`config.mk`:
```
export PLATFORM = sky130hd
export DESIGN_NAME = ff_array_mp
export DESIGN_NICKNAME = d
export VERILOG_FILES = /design/src/rtl/ff_array_mp.sv
export SDC_FILE = /design/constraint.sdc
export NUM_CORES = 1
export LEC_CHECK = 0
export BUFFER_PORTS_ARGS = -buffer_cell sky130_fd_sc_hd__buf_2
export CAP_MARGIN = 20
export CORE_MARGIN = 5
export CORE_UTILIZATION = 60
export CTS_BUF_LIST = sky130_fd_sc_hd__clkbuf_2
export CTS_CLUSTER_DIAMETER = 50
export DETAILED_ROUTE_END_ITERATION = 12
export HOLD_SLACK_MARGIN = 0.1
export PLACE_DENSITY = 0.81
export SLEW_MARGIN = 20
export SYNTH_ARGS = -nofsm -noshare
export SYNTH_HDL_FRONTEND = slang
export SYNTH_SLANG_ARGS = --single-unit
```
`constraint.sdc`:
```
create_clock -name clk -period 5.9 [get_ports clk]
set_input_delay 0.59 -clock clk [delete_from_list [all_inputs] [get_ports clk]]
set_output_delay 0.59 -clock clk [all_outputs]
set_load 0.01 [all_outputs]
```
`src/rtl/ff_array_mp.sv`:
```
// Multi-port register-file array with per-entry valid bits, write-to-read
// forwarding, single/all invalidate and a registered valid-entry count.
module ff_array_mp #(
  parameter int DATA_W   = 8,
  parameter int ADDR_W   = 3,
  parameter int DATA_N   = 8,
  parameter int RD_PORTS = 2,
  parameter int BYPASS   = 1
) (
  input  logic                         clk,
  input  logic                         resetn,
  input  logic                         wr,
  input  logic [ADDR_W-1:0]            waddr,
  input  logic [DATA_W-1:0]            din,
  input  logic                         inv,
  input  logic [ADDR_W-1:0]            inv_addr,
  input  logic                         clr_all,
  input  logic [RD_PORTS-1:0]          rd,
  input  logic [RD_PORTS*ADDR_W-1:0]   raddr,
  output logic [RD_PORTS*DATA_W-1:0]   dout,
  output logic [RD_PORTS-1:0]          dout_v,
  output logic [RD_PORTS-1:0]          rd_err,
  output logic                         wr_err,
  output logic [ADDR_W:0]              valid_cnt
);

  localparam int unsigned LP_N = DATA_N;

  logic [DATA_W-1:0]          r_mem [DATA_N];
  logic [DATA_N-1:0]          r_valid;
  logic [ADDR_W:0]            r_cnt;
  logic                       r_wr_err;
  logic [RD_PORTS*DATA_W-1:0] r_dout;
  logic [RD_PORTS-1:0]        r_dout_v;
  logic [RD_PORTS-1:0]        r_rd_err;

  logic                       w_wr_ok;
  logic                       w_inv_ok;
  logic [DATA_N-1:0]          w_valid_nxt;
  logic [ADDR_W:0]            w_cnt;
  logic [ADDR_W-1:0]          w_ra     [RD_PORTS];
  logic [DATA_W-1:0]          w_rd_dat [RD_PORTS];
  logic                       w_rd_vld [RD_PORTS];

  // Invalidates are applied before the write so a same-cycle write wins.
  always_comb begin
    w_wr_ok     = wr  && (32'(waddr)    < LP_N);
    w_inv_ok    = inv && (32'(inv_addr) < LP_N);
    w_valid_nxt = r_valid;
    if (clr_all) begin
      w_valid_nxt = '0;
    end
    for (int unsigned e = 0; e < LP_N; e++) begin
      if (w_inv_ok && (inv_addr == ADDR_W'(e))) begin
        w_valid_nxt[e] = 1'b0;
      end
    end
    for (int unsigned e = 0; e < LP_N; e++) begin
      if (w_wr_ok && (waddr == ADDR_W'(e))) begin
        w_valid_nxt[e] = 1'b1;
      end
    end
    w_cnt = '0;
    for (int unsigned e = 0; e < LP_N; e++) begin
      w_cnt = w_cnt + (ADDR_W+1)'(w_valid_nxt[e]);
    end
  end

  // Out-of-range addresses match no entry and so read back as invalid.
  always_comb begin
    for (int unsigned p = 0; p < RD_PORTS; p++) begin
      w_ra[p]     = raddr[p*ADDR_W +: ADDR_W];
      w_rd_dat[p] = '0;
      w_rd_vld[p] = 1'b0;
      for (int unsigned e = 0; e < LP_N; e++) begin
        if (w_ra[p] == ADDR_W'(e)) begin
          w_rd_dat[p] = r_mem[e];
          w_rd_vld[p] = r_valid[e];
        end
      end
      if ((BYPASS != 0) && w_wr_ok && (waddr == w_ra[p])) begin
        w_rd_dat[p] = din;
        w_rd_vld[p] = 1'b1;
      end
    end
  end

  always_ff @(posedge clk) begin
    for (int unsigned e = 0; e < LP_N; e++) begin
      if (w_wr_ok && (waddr == ADDR_W'(e))) begin
        r_mem[e] <= din;
      end
    end
  end

  always_ff @(posedge clk or negedge resetn) begin
    if (!resetn) begin
      r_valid  <= '0;
      r_cnt    <= '0;
      r_wr_err <= 1'b0;
      r_dout   <= '0;
      r_dout_v <= '0;
      r_rd_err <= '0;
    end else begin
      r_valid  <= w_valid_nxt;
      r_cnt    <= w_cnt;
      r_wr_err <= wr && !w_wr_ok;
      for (int unsigned p = 0; p < RD_PORTS; p++) begin
        if (rd[p] && w_rd_vld[p]) begin
          r_dout[p*DATA_W +: DATA_W] <= w_rd_dat[p];
          r_dout_v[p]                <= 1'b1;
          r_rd_err[p]                <= 1'b0;
        end else begin
          r_dout[p*DATA_W +: DATA_W] <= '0;
          r_dout_v[p]                <= 1'b0;
          r_rd_err[p]                <= rd[p];
        end
      end
    end
  end

  assign dout      = r_dout;
  assign dout_v    = r_dout_v;
  assign rd_err    = r_rd_err;
  assign wr_err    = r_wr_err;
  assign valid_cnt = r_cnt;

endmodule

```
# After elaboration in Yosys (flattened, before gate mapping)
# Memories as Yosys holds them, arrays and structs flattened.
# Index checks and enable logic that the tools add are counted.
# op_classes
n_addsub	7
eq_ne	30
n_mux	96
reduce_logical	31
# op_table
operator	count
$mux 8	28
$mux 1	61
$reduce_or 8->1	7
$eq 3x3->1 const B	16
$eq 3x2->1 const B	8
$mux 3	7
$logic_and 1x1->1	20
$add 4x1->4	4
$eq 3x1->1 const B	4
$logic_not 3->1	4
$eq 3x3->1	2
$add 3x1->4	1
$add 2x1->3	1
$add 1x1->2	1
# totals
regBits	32
mem_bits_rw	64
inputBits	27
out_inout_bits	25
wordCells	170
memories	1
# memory_table
memory	words	word_bits	read_ports	rd_ports_with_merged_regs	wr	line_no	text
r_mem	8	8	8	0	1	29	logic [DATA_W-1:0] r_mem [DATA_N];

# Logic depth before layout (Yosys ltp)
# logic_depth
depth_word	12
ltp_mapped	15
depth_no_buf	14

# Worst setup path after synthesis
# No wires, ideal clock.
# synth_timing
path_type	input port to flip-flop
from	input port waddr[2]
to	register r_cnt[2] (netlist: valid_cnt[2])
setup_time_ns	0.123
arrival_time_ns	3.914
required_time_ns	5.777
path_slack_ns	1.864
cell_stages	13
path_buffers	0
path_cell_list	nand2b_1 nor3_1 a31oi_1 fa_1 inv_1 fa_1 inv_1 fa_1 inv_1 ha_1 inv_1 fa_1 xnor2_1
# synth_via
elab_chain_cells	10
elab_cells_between_ends	31
cone_classes	add/sub: 7; eq/ne: 7; mux: 8; reduce/logical: 9
# synth_rtl
element	line_no	text
start: declaration	13	input logic [ADDR_W-1:0] waddr,
$eq 3x1->1 or $logic_not 3->1 (tied branches)	59	if (w_wr_ok && (waddr == ADDR_W'(e))) begin
$logic_and 1x1->1	59	
$mux 1	59	
$add 1x1->2	65	w_cnt = w_cnt + (ADDR_W+1)'(w_valid_nxt[e]);
$add 2x1->3	65	
$add 3x1->4	65	
$add 4x1->4 (3 in series)	65	
$add 4x1->4 (*)	65	
net w_cnt[2]	40	logic [ADDR_W:0] w_cnt;
end signal: assignment	106	r_cnt <= w_cnt;
end: declaration	31	logic [ADDR_W:0] r_cnt;
# The timed path passes the listed nets; every way through them passes the cells marked *.

# Worst setup path in the final report
# layout_timing
from	input port waddr[2]
to	register r_cnt[1] (netlist: valid_cnt[1])
# layout_via
elab_chain_cells	10
elab_cells_between_ends	31
cone_classes	add/sub: 7; eq/ne: 7; mux: 8; reduce/logical: 9
# layout_rtl
element	line_no	text
$eq 3x1->1	59	
$logic_and 1x1->1	59	
$mux 1	59	
net w_valid_nxt[1]	39	logic [DATA_N-1:0] w_valid_nxt;
$add 1x1->2	65	
$add 2x1->3	65	
$add 3x1->4	65	
$add 4x1->4 (4 in series)	65	
net w_cnt[1]	40	
# The timed path passes the listed nets, and every way through them passes these cells.

==> impl_metrics.yaml <==
critical_path:
  endpoint_kind: "register"
  startpoint_type: "primary input"
  path_class: "primary input to register"
  reg2reg_slack_ns: 2.83
  slowest_stage: "nor2_1"
  cpPeakStageDelay_ns: 0.72
  crit_chain: "buf_2 > nand2b_1 > nor2_1 > a31o_2 > inv_1 > fa_1 > inv_1 > fa_1 > inv_1 > fa_1 > inv_1 > ha_1 > inv_1 > fa_1 > inv_1"
  crit_fanout: 9
  arrival_ns: 4.28
  crit_family: "adder cells"
  worstPathRequired_ns: 6.42
  path_buf_inv: 7
  cpMostUsedCell: "inv_1"
synthesis:
  ys.flop_type: "edfxtp_1"
  ys_async_sr_fraction: 0.333
  syn_area_um2: 4930
  yosysWarnings: 0
  yosysTopAreaCellShare: 0.389
  syn-num-nets: 446
  seq_area_frac_synth: 0.552
  syn_inst: 412
  synth-seq-cells: 96
  avgSynthCellArea_um2: 12.0
  synth_edf_count: 64
  ys_types: 55
  yosys-top-cells-area: "edfxtp_1 (39%), dfrtp_1 (16%), mux2i_1 (4.9%)"
  synth_area_leader_cell: "edfxtp_1"
die:
  io_pins: 52
  core_area_um2: 8130
  num_rows: 33
  start_util: 0.607
  dieArea_um2: 10100
  dieHeight_um: 101
  fp.dieW_um: 101
flow_run:
  cap_violations: 0
sta:
  slew_viol_final: 0
  clock_skew_ns: 0.0266
  finalSetupViolations: 0
  hold_viol: 0
  rsz0062_at_grt: "no"
  finalCritPeriodShare: 0.638
  post-route-min-period_ns: 3.76
  fmax_mhz: 266
  postLayoutSetupSlackWorst_ns: 2.14
  max-slew-margin-rel: 0.287
  tns_ns: 0
  worst_slew_pin_slew_ns: 1.06
pwr:
  finalPower_mw: 1.27
  power_leakage_nw: 2.15
  power_density_nw_per_um2: 241
  ir_drop_v: 0.000101
placement:
  place.gp.congestion: 0.851
  portBuffers: 50
  place_ws_ns: 1.52
  detailed_place_hpwl_um: 7910
routing:
  drtAntennaViolNets: 0
  drt-vias-per-instance: 6.40
  routed_wl_um: 12100
  first_pass_iters: 5
  dr.first_iter.drc_count: 429
  wl_per_cell_um: 21.6
  vias: 3586
  drc_errors: 0
grt:
  grt_pass1_vias: 3458
  grt.overflow.total: 0
  grt_max_degree: 38
  antenna_found_initial: 0
  grt_pass1_wl_um: 18800
  track_usage: 0.249
layout:
  layout.nets: 484
  drive_above_1_share: 0.215
  fin_util: 0.649
  area_growth_pct: 6.90
  diodes: 0
clocking:
  htree_levels: 3
  clockRootBuffer: "clkbuf_2"
  cts_setup_buffers: 0
  clockBufferDepth: 2
  clock_latency_ns: 0.56
  clk_pin_slew_ns: 0.24
  numCtsBuffers: 9
  cts_tree: "done"
  cts_sinks: 96
  ctsResizeCount: 0
hold_path:
  hp-class: "primary input to register"
status:
  status: "completed"
where the power goes:
part / switching [mW] / internal (mW) / total, mW
sequential: 0.0128 / 0.751 / 0.763
combinational: 0.121 / 0.0699 / 0.191
clock: 0.218 / 0.0985 / 0.316
total: 0.352 / 0.919 / 1.27
logic make-up (layout without fill, tap and decap cells):
group	count (synthesis)	in the layout	share of synthesized area
simple gates	115	115	0.118
compound gates	102	102	0.154
flops	96	96	0.552
buf+inv	50	93	0.0563
mux	34	34	0.0783
fa+ha+maj	7	7	0.0238
xor+xnor	7	7	0.0170
other cells	1	1	0.000760
worst reg2reg max path: cells and delay by family, from the launching register on:
kind / cells / cell delay (ns)
AO/OA/AOI/OAI: 1 / 0.18
adder cells (fa/ha/maj): 5 / 2.07
buffers and inverters: 6 / 0.33
flip-flops: 1 / 0.45
placed cells by master, fill, tap and decap left out, drive strengths merged, types with 8 or more instances in the layout:
cell type and instances:
nand2 31, o21ai 23, nor2b 15, buf 54
nand3 16, mux2i 24, nor2 25, nor3 8
edfxtp 64, a32oi 10, a211oi 11, clkbuf 10
inv 23, a21oi 16, dfrtp 32
cell type report:
cell class	instances	area, um^2
Multi-Input combinational cell	266	1940
Inverter	22	82.6
Sequential cell	96	2720
Tap cell	105	131
Clock buffer	10	50.0
Fill cell	659	2860
Timing Repair Buffer	55	290
Clock inverter	6	58.8
worst paths after layout:
kind,from,end,cells past startpoint
max,waddr[2],valid_cnt[1]$_DFF_PN0_,15
min,rd[1],rd_err[1]$_DFF_PN0_,2
max reg2reg,r_valid[1]$_DFF_PN0_,valid_cnt[1]$_DFF_PN0_,12
min reg2reg,r_valid[6]$_DFF_PN0_,r_valid[6]$_DFF_PN0_,1
max in group asynchronous,resetn,r_valid[2]$_DFF_PN0_,2
min in group asynchronous,resetn,dout[15]$_DFF_PN0_,2
repair_timing:
| action | 4_1_cts | 5_1_grt |
|---|---|---|
| hold buffers | 1 | 0 |
| endpoints found under the hold margin | 32 | 0 |
| setup endpoints to repair | 0 | 0 |
cells in the mapped netlist, types with 2 or more instances:
master     count
a22o_1         2
xnor2_2        3
a41o_1         2
ha_1           3
mux4_2         3
a21o_1         2
fa_1           4
nand4_1        2
buf_1          2
a32oi_1       10
o211ai_1       7
a21oi_1       16
a22oi_1        2
dfrtp_1       32
buf_6          7
o21ai_0       23
edfxtp_1      64
nand3_1       16
a31o_2         4
nand3b_1       4
nor2_1        25
nand4b_1       2
a2111oi_0      2
xnor2_1        4
mux2i_1       24
and2_1         2
nor3_1         8
a311oi_2       3
nand2b_1       6
a21boi_0       2
a31oi_1        4
nand2_1       31
buf_2         12
mux2_2         7
inv_1         22
a211oi_1      11
buf_4          6
nor2b_1       14
a2111oi_2      2
a2bb2oi_1      2
metal layers:
layer | share of wire | track usage | vias up
li1 | - | - | 1605
met5 | 0 | 0 | -
met1 | 0.39 | 0.344 | 1737
met3 | 0.11 | 0.0581 | 33
met2 | 0.47 | 0.384 | 211
met4 | 0.031 | 0.0974 | 0
sequential cells by signal, summed over array words and instances, names as in the netlist:
register / count
dout: 16
valid_cnt: 4
dout_v: 2
r_mem: 64
rd_err: 2
r_valid: 8
stage by stage:
stage	hold WS [ns]	std cells	area [um^2]
2_1_floorplan	0.294	412	4930
3_3_place_gp	0.556	543	5160
3_5_place_dp	0.553	543	5160
4_1_cts	0.234	560	5280
5_1_grt	0.222	560	5280
6_report	0.269	560	5280
(Power assumes the default switching activity.)
